## src/rtl/cache_refill.sv

```systemverilog
// cache_refill: line-refill engine feeding the cache/tag SRAM port.
// A request first invalidates the line (tag write of 0). An invalidate-only request
// then finishes. A fill request then fetches four words from memory, writes them into the
// cache SRAM as they arrive, and finally writes the valid tag. A stall watchdog aborts
// a fetch that waits too long for the memory side.
module cache_refill #(
  parameter int TIMEOUT = 64,  // stalled cycles before abort, 0 = never abort
  parameter int TO_W    = 8    // stall counter width, 2**TO_W > TIMEOUT
) (
  input  logic        clk,
  input  logic        reset,             // synchronous, active-low
  input  logic        req_vld_i,
  output logic        req_rdy_o,
  input  logic [31:0] req_addr_i,
  input  logic        req_inv_i,
  output logic        mem_avld_o,
  input  logic        mem_ardy_i,
  output logic [31:0] mem_addr_o,
  input  logic        mem_rvld_i,
  output logic        mem_rrdy_o,
  input  logic [31:0] mem_rdata_i,
  output logic        fill_enb_o,
  output logic [8:0]  fill_addr_o,
  output logic [31:0] fill_data_o,
  output logic [3:0]  fill_web_tag_o,
  output logic [3:0]  fill_web_cache_o,
  output logic        done_o,
  output logic        err_o
);

  typedef enum logic [2:0] {
    S_IDLE,
    S_INVAL,
    S_MADDR,
    S_BEAT,
    S_TAG,
    S_DONE,
    S_ERR
  } state_t;

  state_t            state;
  logic [31:0]       addr_q;
  logic              inv_q;
  logic [1:0]        beat_cnt;
  logic [TO_W-1:0]   stall_cnt;

  logic [6:0]        idx;
  logic [22:0]       tag;
  logic [TO_W-1:0]   stall_inc;
  logic              stall_hit;

  assign idx       = addr_q[8:2];
  assign tag       = addr_q[31:9];
  assign stall_inc = stall_cnt + TO_W'(1);
  // The watchdog fires on the stalled cycle that brings the count up to TIMEOUT.
  assign stall_hit = (TIMEOUT != 0) && (stall_inc == TO_W'(TIMEOUT));

  // Request sequencing: invalidate, fetch, write beats, write tag, report.
  always_ff @(posedge clk) begin
    // NOTE: state registers use non-blocking assignments so every flop samples the
    // pre-edge values; blocking here would create order-dependent simulation results.
    if (!reset) begin
      state     <= S_IDLE;
      addr_q    <= '0;
      inv_q     <= 1'b0;
      beat_cnt  <= 2'd0;
      stall_cnt <= '0;
    end else begin
      unique case (state)
        S_IDLE: begin
          if (req_vld_i) begin
            addr_q <= req_addr_i;
            inv_q  <= req_inv_i;
            state  <= S_INVAL;
          end
        end
        S_INVAL: begin
          stall_cnt <= '0;
          state     <= inv_q ? S_DONE : S_MADDR;
        end
        S_MADDR: begin
          if (mem_ardy_i) begin
            stall_cnt <= '0;
            beat_cnt  <= 2'd0;
            state     <= S_BEAT;
          end else if (stall_hit) begin
            stall_cnt <= '0;
            state     <= S_ERR;
          end else begin
            stall_cnt <= stall_inc;
          end
        end
        S_BEAT: begin
          if (mem_rvld_i) begin
            stall_cnt <= '0;
            beat_cnt  <= beat_cnt + 2'd1;
            if (beat_cnt == 2'd3) state <= S_TAG;
          end else if (stall_hit) begin
            stall_cnt <= '0;
            state     <= S_ERR;
          end else begin
            stall_cnt <= stall_inc;
          end
        end
        S_TAG:   state <= S_DONE;
        S_DONE:  state <= S_IDLE;
        S_ERR:   state <= S_IDLE;
        default: state <= S_IDLE;
      endcase
    end
  end

  // Memory address is the word-aligned request address, held for the whole request.
  assign mem_addr_o = addr_q & 32'hFFFF_FFFC;
  assign req_rdy_o  = (state == S_IDLE);

  // Output decode from state; beat writes follow mem_rvld_i in the same cycle.
  always_comb begin
    // NOTE: every output gets an idle default first so no path through the case
    // leaves a value unassigned, which would otherwise infer a latch.
    mem_avld_o       = 1'b0;
    mem_rrdy_o       = 1'b0;
    fill_enb_o       = 1'b1;
    fill_addr_o      = 9'd0;
    fill_data_o      = 32'd0;
    fill_web_tag_o   = 4'b1111;
    fill_web_cache_o = 4'b1111;
    done_o           = 1'b0;
    err_o            = 1'b0;
    // Outputs stay idle while reset is held low, even before the state register clears.
    if (reset) begin
      unique case (state)
        S_INVAL: begin
          fill_enb_o     = 1'b0;
          fill_addr_o    = {2'b00, idx};
          fill_web_tag_o = 4'b0000;
        end
        S_MADDR: mem_avld_o = 1'b1;
        S_BEAT: begin
          mem_rrdy_o = 1'b1;
          if (mem_rvld_i) begin
            fill_enb_o       = 1'b0;
            fill_addr_o      = {idx, beat_cnt};
            fill_data_o      = mem_rdata_i;
            fill_web_cache_o = 4'b0000;
          end
        end
        S_TAG: begin
          fill_enb_o     = 1'b0;
          fill_addr_o    = {2'b00, idx};
          fill_data_o    = {1'b1, 8'd0, tag};
          fill_web_tag_o = 4'b0000;
        end
        S_DONE:  done_o = 1'b1;
        S_ERR:   err_o  = 1'b1;
        default: ;
      endcase
    end
  end

endmodule
```

## config.mk

```make
export PLATFORM = sky130hd
export DESIGN_NAME = cache_refill
export DESIGN_NICKNAME = d
export VERILOG_FILES = /design/src/rtl/cache_refill.sv
export SDC_FILE = /design/constraint.sdc
export NUM_CORES = 1
export LEC_CHECK = 0
export ABC_AREA = 1
export BUFFER_PORTS_ARGS = -buffer_cell sky130_fd_sc_hd__buf_2
export CAP_MARGIN = 25
export CORE_MARGIN = 10
export CORE_UTILIZATION = 44
export CTS_BUF_LIST = sky130_fd_sc_hd__clkbuf_4 sky130_fd_sc_hd__clkbuf_8
export CTS_CLUSTER_SIZE = 24
export DETAILED_ROUTE_END_ITERATION = 16
export PLACE_DENSITY = 0.84
export SLEW_MARGIN = 15
export SYNTH_ARGS = -nofsm -noshare
export SYNTH_HDL_FRONTEND = slang
export SYNTH_SLANG_ARGS = --single-unit
```

## constraint.sdc

```tcl
create_clock -name clk -period 1.7 [get_ports clk]
set_clock_uncertainty 0.05 [all_clocks]
set_input_delay 0.085 -clock clk [delete_from_list [all_inputs] [get_ports clk]]
set_output_delay 0.085 -clock clk [all_outputs]
set_load 0.01 [all_outputs]
```

## After elaboration in Yosys (flattened, before gate mapping)

Index checks and enable logic that the tools add are counted.
W data, S select, Z words.

- Eq/ne operators: 12
- Reduce and logical (&&, ||, !) cells: 7
- Add/subtract/negate cells: 2
- Muxes and demuxes: 36

Operators by type and width:

| kind | count |
|---|---|
| $mux W32 | 2 |
| $pmux W32 S2 | 1 |
| $mux W8 | 3 |
| $pmux W8 S3 | 1 |
| $mux W4 | 5 |
| $mux W3 | 6 |
| $mux W9 | 2 |
| $pmux W9 S2 | 1 |
| $pmux W3 S5 | 1 |
| $mux W1 | 10 |
| $eq A3 B3 Y1 const B | 3 |
| $add A8 B1 Y8 const B | 1 |
| $eq A8 B7 Y1 const B | 1 |
| $eq A3 B2 Y1 const B | 2 |
| $ne A2 B2 Y1 const B | 3 |
| $mux W2 | 2 |
| $pmux W2 S2 | 1 |
| $reduce_and A2 Y1 | 2 |
| $eq A3 B1 Y1 const B | 1 |
| $logic_not A3 Y1 | 1 |
| $ne A3 B3 Y1 const B | 1 |
| $reduce_and A3 Y1 | 1 |
| $reduce_bool A3 Y1 | 1 |
| $add A2 B1 Y2 const B | 1 |
| 4 further kinds | 4 |

- Output and inout port bits: 87
- Bits of input ports: 70
- Logic and storage cells: 62
- Flip-flop bits (word level): 46

## Longest topological paths before layout

Gate-level depths: netlist (run 1).

- Depth after elaboration: 5
- Gate-level depth with buffers: 11
- Mapped depth without buffers: 11

## Least setup slack after synthesis (run 1)

OpenSTA, ideal clock, no wires.

- Kind: register -> register
- Start: register stall_cnt[1]
- End: register state[2]
- Path buffers: 0
- Data arrival time: 1.305 ns
- Data required time: 1.584 ns
- Setup slack: 0.279 ns
- Library setup time: 0.066 ns
- Cell stages (with the launch flop): 9
- Period minus slack after synthesis: 1.421 ns
- Cell sequence: dfxtp_1 > ha_1 > nand3_1 > nor2_1 > nor2_1 > a21oi_1 > nand3_2 > o21bai_1 > a21oi_2

- Word-level cells in the longest chain between the ends: 5
- Elaborated cells on any way between the ends: 6
- Those cells by class: add/sub (1); eq/ne (1); mux (4)

RTL lines:

| item | line | text |
|---|---|---|
| start: declaration | 45 | `logic [TO_W-1:0] stall_cnt;` |
| start signal: assignment | 90 | `stall_cnt <= stall_inc;` |
| start signal: assignment | 102 | `stall_cnt <= stall_inc;` |
| $add A8 B1 Y8 (*) | 54 | `assign stall_inc = stall_cnt + TO_W'(1);` |
| $eq A8 B7 Y1 (*) | 56 | `assign stall_hit = (TIMEOUT != 0) && (stall_inc == TO_W'(TIMEOUT));` |
| $mux W3 (*) | -- |  |
| $mux W3, on equally long branches | -- |  |
| $pmux W3 S5 (*) | -- |  |
| end signal: assignment | 79 | `state <= inv_q ? S_DONE : S_MADDR;` |
| end: declaration | 41 | `state_t state;` |

Every way passes the cells marked *; elsewhere a longest branch is shown, timed or not.
A chain may end at the register's enable or synchronous reset.

## Final worst setup path (run 1)

- Start: register state[1]
- End: output port fill_addr_o[4]

- Word-level cells in the longest chain between the ends: 4
- Elaborated cells on any way between the ends: 6
- Those cells by class: eq/ne (3); mux (2); reduce/logical (1)

RTL lines:

| item | line | text |
|---|---|---|
| $eq A3 B3 Y1 / $eq A3 B1 Y1 (equally long branches) | 132 | `unique case (state)` |
| $reduce_or A2 Y1 (no source line) | -- |  |
| $pmux W9 S2 (*) | 132 |  |
| $mux W9 (*) | 131 | `if (reset) begin` |
| end: declaration | 23 | `output logic [8:0] fill_addr_o,` |

Marked as above.

==> results_dict.tcl, run 1 <==
set metrics [dict create \
    synth-simple-area-share_pct 32.63 \
    worst_setup_hold_path_clk_slew_ns 0.08 \
    final.period_utilization_pct 102.3 \
    fin_crit_ns 1.739 \
    io_buffer_count 152 \
    die_width_um 95.32 \
    synth.area.mux_share_pct 0 \
    grt_setup_unrepaired "true" \
    critical_path_arrival_ns 1.60 \
    failing_checks "negative setup slack" \
    achievable-frequency_ghz 0.5751 \
    number_of_antenna_violations_at_the_first_check_in_global_routing 0 \
    clock_tree_from_tritoncts "done" \
    wl_per_cell_um 16.13 \
    yosys.area.top_type_share_pct 35.29 \
    worst_hold_path_type "input pin to register" \
    max-cap-violations 0 \
    place_ws_ns 0.09737 \
    critical-path-max-stage-delay_ns 0.37 \
    cts-hold-fix-buffers 0 \
    synth.avg_cell_area_sq_um 6.368 \
    clock_tree.buffer_depth 2 \
    detailedPlacementHpwl_mm 7.050 \
    placed_cells 597 \
    clockRootBuffer "sky130_fd_sc_hd__clkbuf_8" \
    post_route_cells_drive_above_1_share_pct 45.50 \
    first_global_vias 3054 \
    post_synth_instance_area_sq_mm 0.002496 \
    fp.dieH_um 95.32 \
    synthAdderAreaFrac_pct 1.003 \
    fill_cell_total_of_the_finished_layout 449 \
    crit_slowest_cell "sky130_fd_sc_hd__dfxtp_4" \
    avgViaCountPerCell 5.233 \
    timing.critical_path.buf_inv 4 \
    drt-initial-drc-count 213 \
    synth_seq_cells 44 \
    floorplan.die_area_sq_mm 0.009086 \
    yosysSeqAreaShare_pct 35.29 \
    clock-sinks 44 \
    cts_bufs_inserted 5 \
    synthXorXnorAreaFrac_pct 0.3509 \
    yosys_warnings 0 \
    yosysTopAreaCell "sky130_fd_sc_hd__dfxtp_1" \
    worstSetupPathType "register to output pin" \
    place_congestion 0.9359 \
    total_power_mw 4.129 \
    finalHoldViolations 0 \
    totalWireLength_mm 9.967 \
    required_ns 1.56 \
    kind_of_cell_with_the_highest_combined_delay_on_the_critical_path "buffers and inverters" \
    asyncSetResetFlopFracSynth_pct 0 \
    post_synth_inst_count 392 \
    type_of_element_capturing_the_critical_path "output pin" \
    final_critical_path_setup_slack_ns -0.03880 \
    power_density_mw_per_mm2 1102 \
    crit_path_max_fanout 8 \
    gr-usage-all-layers_pct 19.05 \
    grt_first_pass_wirelength_mm 14.42 \
    final_core_utilization_pct 68.08 \
    synth-edff-count 0 \
    cp_cell_sequence "nor2_4, inv_2, nor2_4, buf_12, nor2_4, inv_4, a22oi_2, nor2_2, buf_2" \
    detailroute.via_count 3234 \
    yosys.cell_count.top_type "sky130_fd_sc_hd__nand2_1" \
    crit_path_start_kind "register" \
    placementRows 27 \
    timing.final.setup_violations 18 \
    synth.cells.most_frequent "sky130_fd_sc_hd__nand2_1 (106), sky130_fd_sc_hd__a21oi_1 (67), sky130_fd_sc_hd__dfxtp_1 (44), sky130_fd_sc_hd__nor2_1 (39), sky130_fd_sc_hd__nand3_1 (35)" \
    antenna_left 0 \
    stdcell_count 618 \
    clk-insertion-delay-late_ns 0.29 \
    cp_common_cell "sky130_fd_sc_hd__nor2_4" \
    largest_family_of_logic_cells_by_synthesized_area "simple AND/OR/NAND/NOR gates" \
    drt_pre_antenna_iters 5 \
    synth-compound-area-share_pct 19.40 \
    ys_types 26 \
    maxSlewViolCount 0 \
    fin_hold_ws_ns 0.008010 \
    grt_max_degree 49 \
    synth_top_area_cells "sky130_fd_sc_hd__dfxtp_1 (35%), sky130_fd_sc_hd__nand2_1 (16%), sky130_fd_sc_hd__a21oi_1 (13%)" \
    ir_drop_mv 0.9161 \
    nets 617 \
    gr_overflow_total 0 \
    floorplan.initialDensity_pct 45.33 \
    postSynth.topFlopCell "sky130_fd_sc_hd__dfxtp_1" \
    top_level_ports 157 \
    cts_htree_levels 2 \
    drc 0 \
    synthToLayoutAreaGrowth_pct 50.18 \
    core_area_sq_mm 0.005507 \
    run_status "finished, violations left" \
    static-leakage-power_nw 1.876 \
]
## power breakdown
group	switching, mW	leakage (nW)	internal (mW)
sequential	0.223	0.363	1.24
clock	0.346	0.0400	0.279
combinational	1.25	1.47	0.793
## cells by family (layout without fill, tap and decap cells)
logic type	Yosys count	count (layout)
compound gates	89	89
xor+xnor	1	1
fa+ha+maj	2	2
buf+inv	61	213
flops	44	44
other cells	1	3
simple gates	194	194
## worst paths after layout
path,slack [ns],to,depth (start not counted),startpoint
max,-0.04,fill_addr_o[4],9,state[1]$_SDFFE_PN0P_
min,0.008,addr_q[17]$_SDFFE_PN0P_,3,req_addr_i[17]
max reg2reg,0.08,addr_q[8]$_SDFFE_PN0P_,8,state[1]$_SDFFE_PN0P_
min reg2reg,0.43,addr_q[27]$_SDFFE_PN0P_,2,addr_q[27]$_SDFFE_PN0P_
## layout by cell type, fill, tap and decap left out, types with 2 or more instances in the layout
master / instances
sky130_fd_sc_hd__a21oi_1: 50
sky130_fd_sc_hd__a21oi_2: 18
sky130_fd_sc_hd__a22oi_2: 6
sky130_fd_sc_hd__buf_12: 4
sky130_fd_sc_hd__buf_2: 152
sky130_fd_sc_hd__buf_4: 17
sky130_fd_sc_hd__clkbuf_8: 5
sky130_fd_sc_hd__conb_1: 2
sky130_fd_sc_hd__dfxtp_1: 38
sky130_fd_sc_hd__dfxtp_2: 5
sky130_fd_sc_hd__inv_1: 22
sky130_fd_sc_hd__inv_2: 7
sky130_fd_sc_hd__nand2_1: 96
sky130_fd_sc_hd__nand2_2: 3
sky130_fd_sc_hd__nand2_4: 9
sky130_fd_sc_hd__nand3_1: 35
sky130_fd_sc_hd__nand3_2: 2
sky130_fd_sc_hd__nor2_1: 34
sky130_fd_sc_hd__nor2_2: 7
sky130_fd_sc_hd__nor2_4: 4
sky130_fd_sc_hd__nor3_1: 3
sky130_fd_sc_hd__o21ai_0: 7
## metrics by stage
stage          instance area [sq um]   TNS, ns
2_1_floorplan                   2500         0
3_3_place_gp                    3304         0
3_5_place_dp                    3304         0
4_1_cts                         3553  -0.04870
5_1_grt                         3746    -2.584
6_report                        3749   -0.2446
## cell type report
class / instances / area, sq um / area share (%)
Clock buffer: 5 / 68.82 / 1.836
Multi-Input combinational cell: 288 / 1546 / 41.25
Tap cell: 72 / 90.09 / 2.403
Sequential cell: 44 / 890.9 / 23.76
Inverter: 30 / 115.1 / 3.071
Clock inverter: 2 / 12.51 / 0.3338
Timing Repair Buffer: 176 / 1022 / 27.27
Antenna cell: 1 / 2.502 / 0.06676
## repair_timing
action,4_1_cts,5_1_grt
gates resized for setup,19,49
buffers inserted,9,3
gates cloned,1,0
pin swaps,11,13
endpoints found under the setup margin,50,52
## per-layer routing
layer  wire [um]  GRT usage (%)  up-vias
met5           0              0        -
li1            -              -     1571
met3        1142          5.734       19
met1        3556          20.62     1484
met4         218          6.608        0
met2        5049          34.38      160
## state kept, by name, summed over array words and instances (netlist names)
signal,cells
state,3
beat_cnt,2
addr_q,30
inv_q,1
stall_cnt,8
## worst min-delay path, stage by stage
cell	delay [ns]
sky130_fd_sc_hd__buf_2	0.10
sky130_fd_sc_hd__nand3_1	0.07
sky130_fd_sc_hd__a21oi_1	0.06
Note: power is estimated with default switching activity, not from simulation.
==> inputs of run 2 (changes only) <==
--- a/config.mk
+++ b/config.mk
@@ -8,7 +8,7 @@
 export ABC_AREA = 1
 export BUFFER_PORTS_ARGS = -buffer_cell sky130_fd_sc_hd__buf_2
 export CAP_MARGIN = 25
-export CORE_MARGIN = 10
+export CORE_MARGIN = 3
 export CORE_UTILIZATION = 44
 export CTS_BUF_LIST = sky130_fd_sc_hd__clkbuf_4 sky130_fd_sc_hd__clkbuf_8
 export CTS_CLUSTER_SIZE = 24
==> run 2 against run 1 <==
  * The run still ends with negative setup slack left
  * Die area is 27% lower
  * Final cell count grew 0.32%
  * Sequential share of layout area increased by 0.072 points
  * Flip-flop and latch count unchanged
  * Maximum frequency fell by 3.2%
  * First-iteration DRC count fell by 8.9%
  * Combinational power down 3%
  * Via count grew 2.6%
  * Register-to-register slack gained 0.03 ns
  * Critical path type unchanged
  * Largest cell class unchanged
==> results_dict.tcl, run 2 (synthesis gave the netlist of run 1 again) <==
set metrics [dict create \
    crit_path_start_kind "register" \
    detailroute.via_count 3317 \
    fin_hold_ws_ns 0.003881 \
    gr-usage-all-layers_pct 24.25 \
    crit_path_max_fanout 7 \
    clock_tree_from_tritoncts "done" \
    worst_hold_path_type "input pin to register" \
    grt_first_pass_wirelength_mm 12.63 \
    floorplan.die_area_sq_mm 0.006613 \
    io_buffer_count 152 \
    largest_reg_flops 30 \
    failing_checks "negative setup slack" \
    cts_bufs_inserted 5 \
    worstSetupPathType "register to output pin" \
    fp.dieH_um 81.32 \
    placementRows 26 \
    number_of_antenna_violations_at_the_first_check_in_global_routing 0 \
    power_density_mw_per_mm2 1105 \
    nets 621 \
    clk-insertion-delay-late_ns 0.29 \
    wl_per_cell_um 14.60 \
    fin_crit_ns 1.795 \
    critical_path_arrival_ns 1.66 \
    synthToLayoutAreaGrowth_pct 49.72 \
    clock-sinks 44 \
    post_route_cells_drive_above_1_share_pct 40.91 \
    first_global_vias 2917 \
    detailedPlacementHpwl_mm 5.707 \
    antenna_left 0 \
    achievable-frequency_ghz 0.5570 \
    gr-usage-met2_pct 46.99 \
    drt_pre_antenna_iters 5 \
    cts_htree_levels 2 \
    final_core_utilization_pct 70.48 \
    top_usage_layer "met2" \
    largestRegisters "addr_q (30), stall_cnt (8), state (3)" \
    final_critical_path_setup_slack_ns -0.09544 \
    kind_of_cell_with_the_highest_combined_delay_on_the_critical_path "buffers and inverters" \
    grt_max_degree 54 \
    avgViaCountPerCell 5.350 \
    max_flop_register "addr_q" \
    place_ws_ns 0.1079 \
    required_ns 1.56 \
    critical-path-max-stage-delay_ns 0.38 \
    drt-initial-drc-count 194 \
    clock_tree.buffer_depth 2 \
    top_level_ports 157 \
    grt_setup_unrepaired "true" \
    timing.final.setup_violations 25 \
    crit_slowest_cell "sky130_fd_sc_hd__dfxtp_4" \
    run_status "finished, violations left" \
    core_area_sq_mm 0.005303 \
    die_width_um 81.32 \
    floorplan.initialDensity_pct 47.07 \
    totalWireLength_mm 9.049 \
    place_congestion 0.9388 \
    maxSlewViolCount 0 \
    cp_cell_sequence "nor2_4, inv_4, nor2_4, buf_12, buf_12, nand2_2, a21oi_1, buf_2" \
    groute.layer.met3.usage_pct 4.989 \
    gr_overflow_total 0 \
    drc 0 \
    layout.cells.most_common_list "sky130_fd_sc_hd__buf_2 (152), sky130_fd_sc_hd__nand2_1 (93), sky130_fd_sc_hd__a21oi_1 (63)" \
    fill_cell_total_of_the_finished_layout 402 \
    antenna_cells_inserted 0 \
    static-leakage-power_nw 1.824 \
    worst_setup_hold_path_clk_slew_ns 0.09 \
    ir_drop_mv 0.6861 \
    type_of_element_capturing_the_critical_path "output pin" \
    grt.met1_usage_pct 25.27 \
    clockRootBuffer "sky130_fd_sc_hd__clkbuf_8" \
    finalHoldViolations 0 \
    final.period_utilization_pct 105.6 \
    max-cap-violations 0 \
    layout.cells.most_common "sky130_fd_sc_hd__buf_2" \
    timing.critical_path.buf_inv 4 \
]
==> run 2: final timing paths <==
path | from | end | slack, ns | depth (start not counted)
setup / recovery | state[1]$_SDFFE_PN0P_ | fill_data_o[21] | -0.1 | 8
hold / removal | req_addr_i[16] | addr_q[16]$_SDFFE_PN0P_ | 0.004 | 3
setup reg to reg | stall_cnt[0]$_SDFFE_PN0P_ | state[2]$_SDFFE_PN0P_ | 0.11 | 8
hold reg to reg | addr_q[19]$_SDFFE_PN0P_ | addr_q[19]$_SDFFE_PN0P_ | 0.43 | 2
==> run 2: layout make-up <==
class	instances	area, sq um	area share (%)
Tap cell	70	87.58	2.343
Clock buffer	7	90.09	2.410
Timing Repair Buffer	180	1091	29.19
Multi-Input combinational cell	288	1450	38.80
Inverter	30	120.1	3.214
Sequential cell	44	890.9	23.84
Clock inverter	1	7.507	0.2009
==> run 2: what timing repair did <==
| action | CTS | global route |
|---|---|---|
| pin swaps | 10 | 4 |
| hold endpoints to repair | 6 | 4 |
| gates resized for setup | 18 | 28 |
| hold buffers | 6 | 4 |
| setup endpoints to repair | 49 | 52 |
| cloned | 1 | 1 |
| buffers inserted | 4 | 4 |
==> run 2: power breakdown <==
group	switching [mW]	internal (mW)	total (mW)
Combinational	1.21	0.759	1.97
Clock	0.356	0.347	0.703
Sequential	0.211	1.25	1.46
Total	1.78	2.35	4.13
==> run 2: worst register-to-register path, stage by stage (launching register included) <==
cell and delay [ns]:
sky130_fd_sc_hd__dfxtp_1 0.38, sky130_fd_sc_hd__ha_1 0.21, sky130_fd_sc_hd__nand3_1 0.12, sky130_fd_sc_hd__nor2_1 0.11, sky130_fd_sc_hd__nor2_1 0.05, sky130_fd_sc_hd__a21oi_1 0.19
sky130_fd_sc_hd__nand3_2 0.13, sky130_fd_sc_hd__o21bai_1 0.18, sky130_fd_sc_hd__a21oi_2 0.11
==> run 2: layer usage <==
metal | up-vias | part of all wire (%)
met5 | - | 0
met4 | 0 | 2.9
met3 | 25 | 9.1
met2 | 190 | 51
met1 | 1522 | 37
li1 | 1580 | -
==> run 2: stage by stage <==
step / area, sq um / instances / setup TNS [ns] / power (mW)
after floorplan: 2500 / 393 / 0 / 2.525
after global placement: 3287 / 593 / 0 / 3.052
after detailed placement: 3287 / 593 / 0 / 3.086
after CTS: 3570 / 612 / -0.6785 / 3.942
after global routing: 3737 / 620 / -3.724 / 4.400
final: 3737 / 620 / -1.051 / 4.130
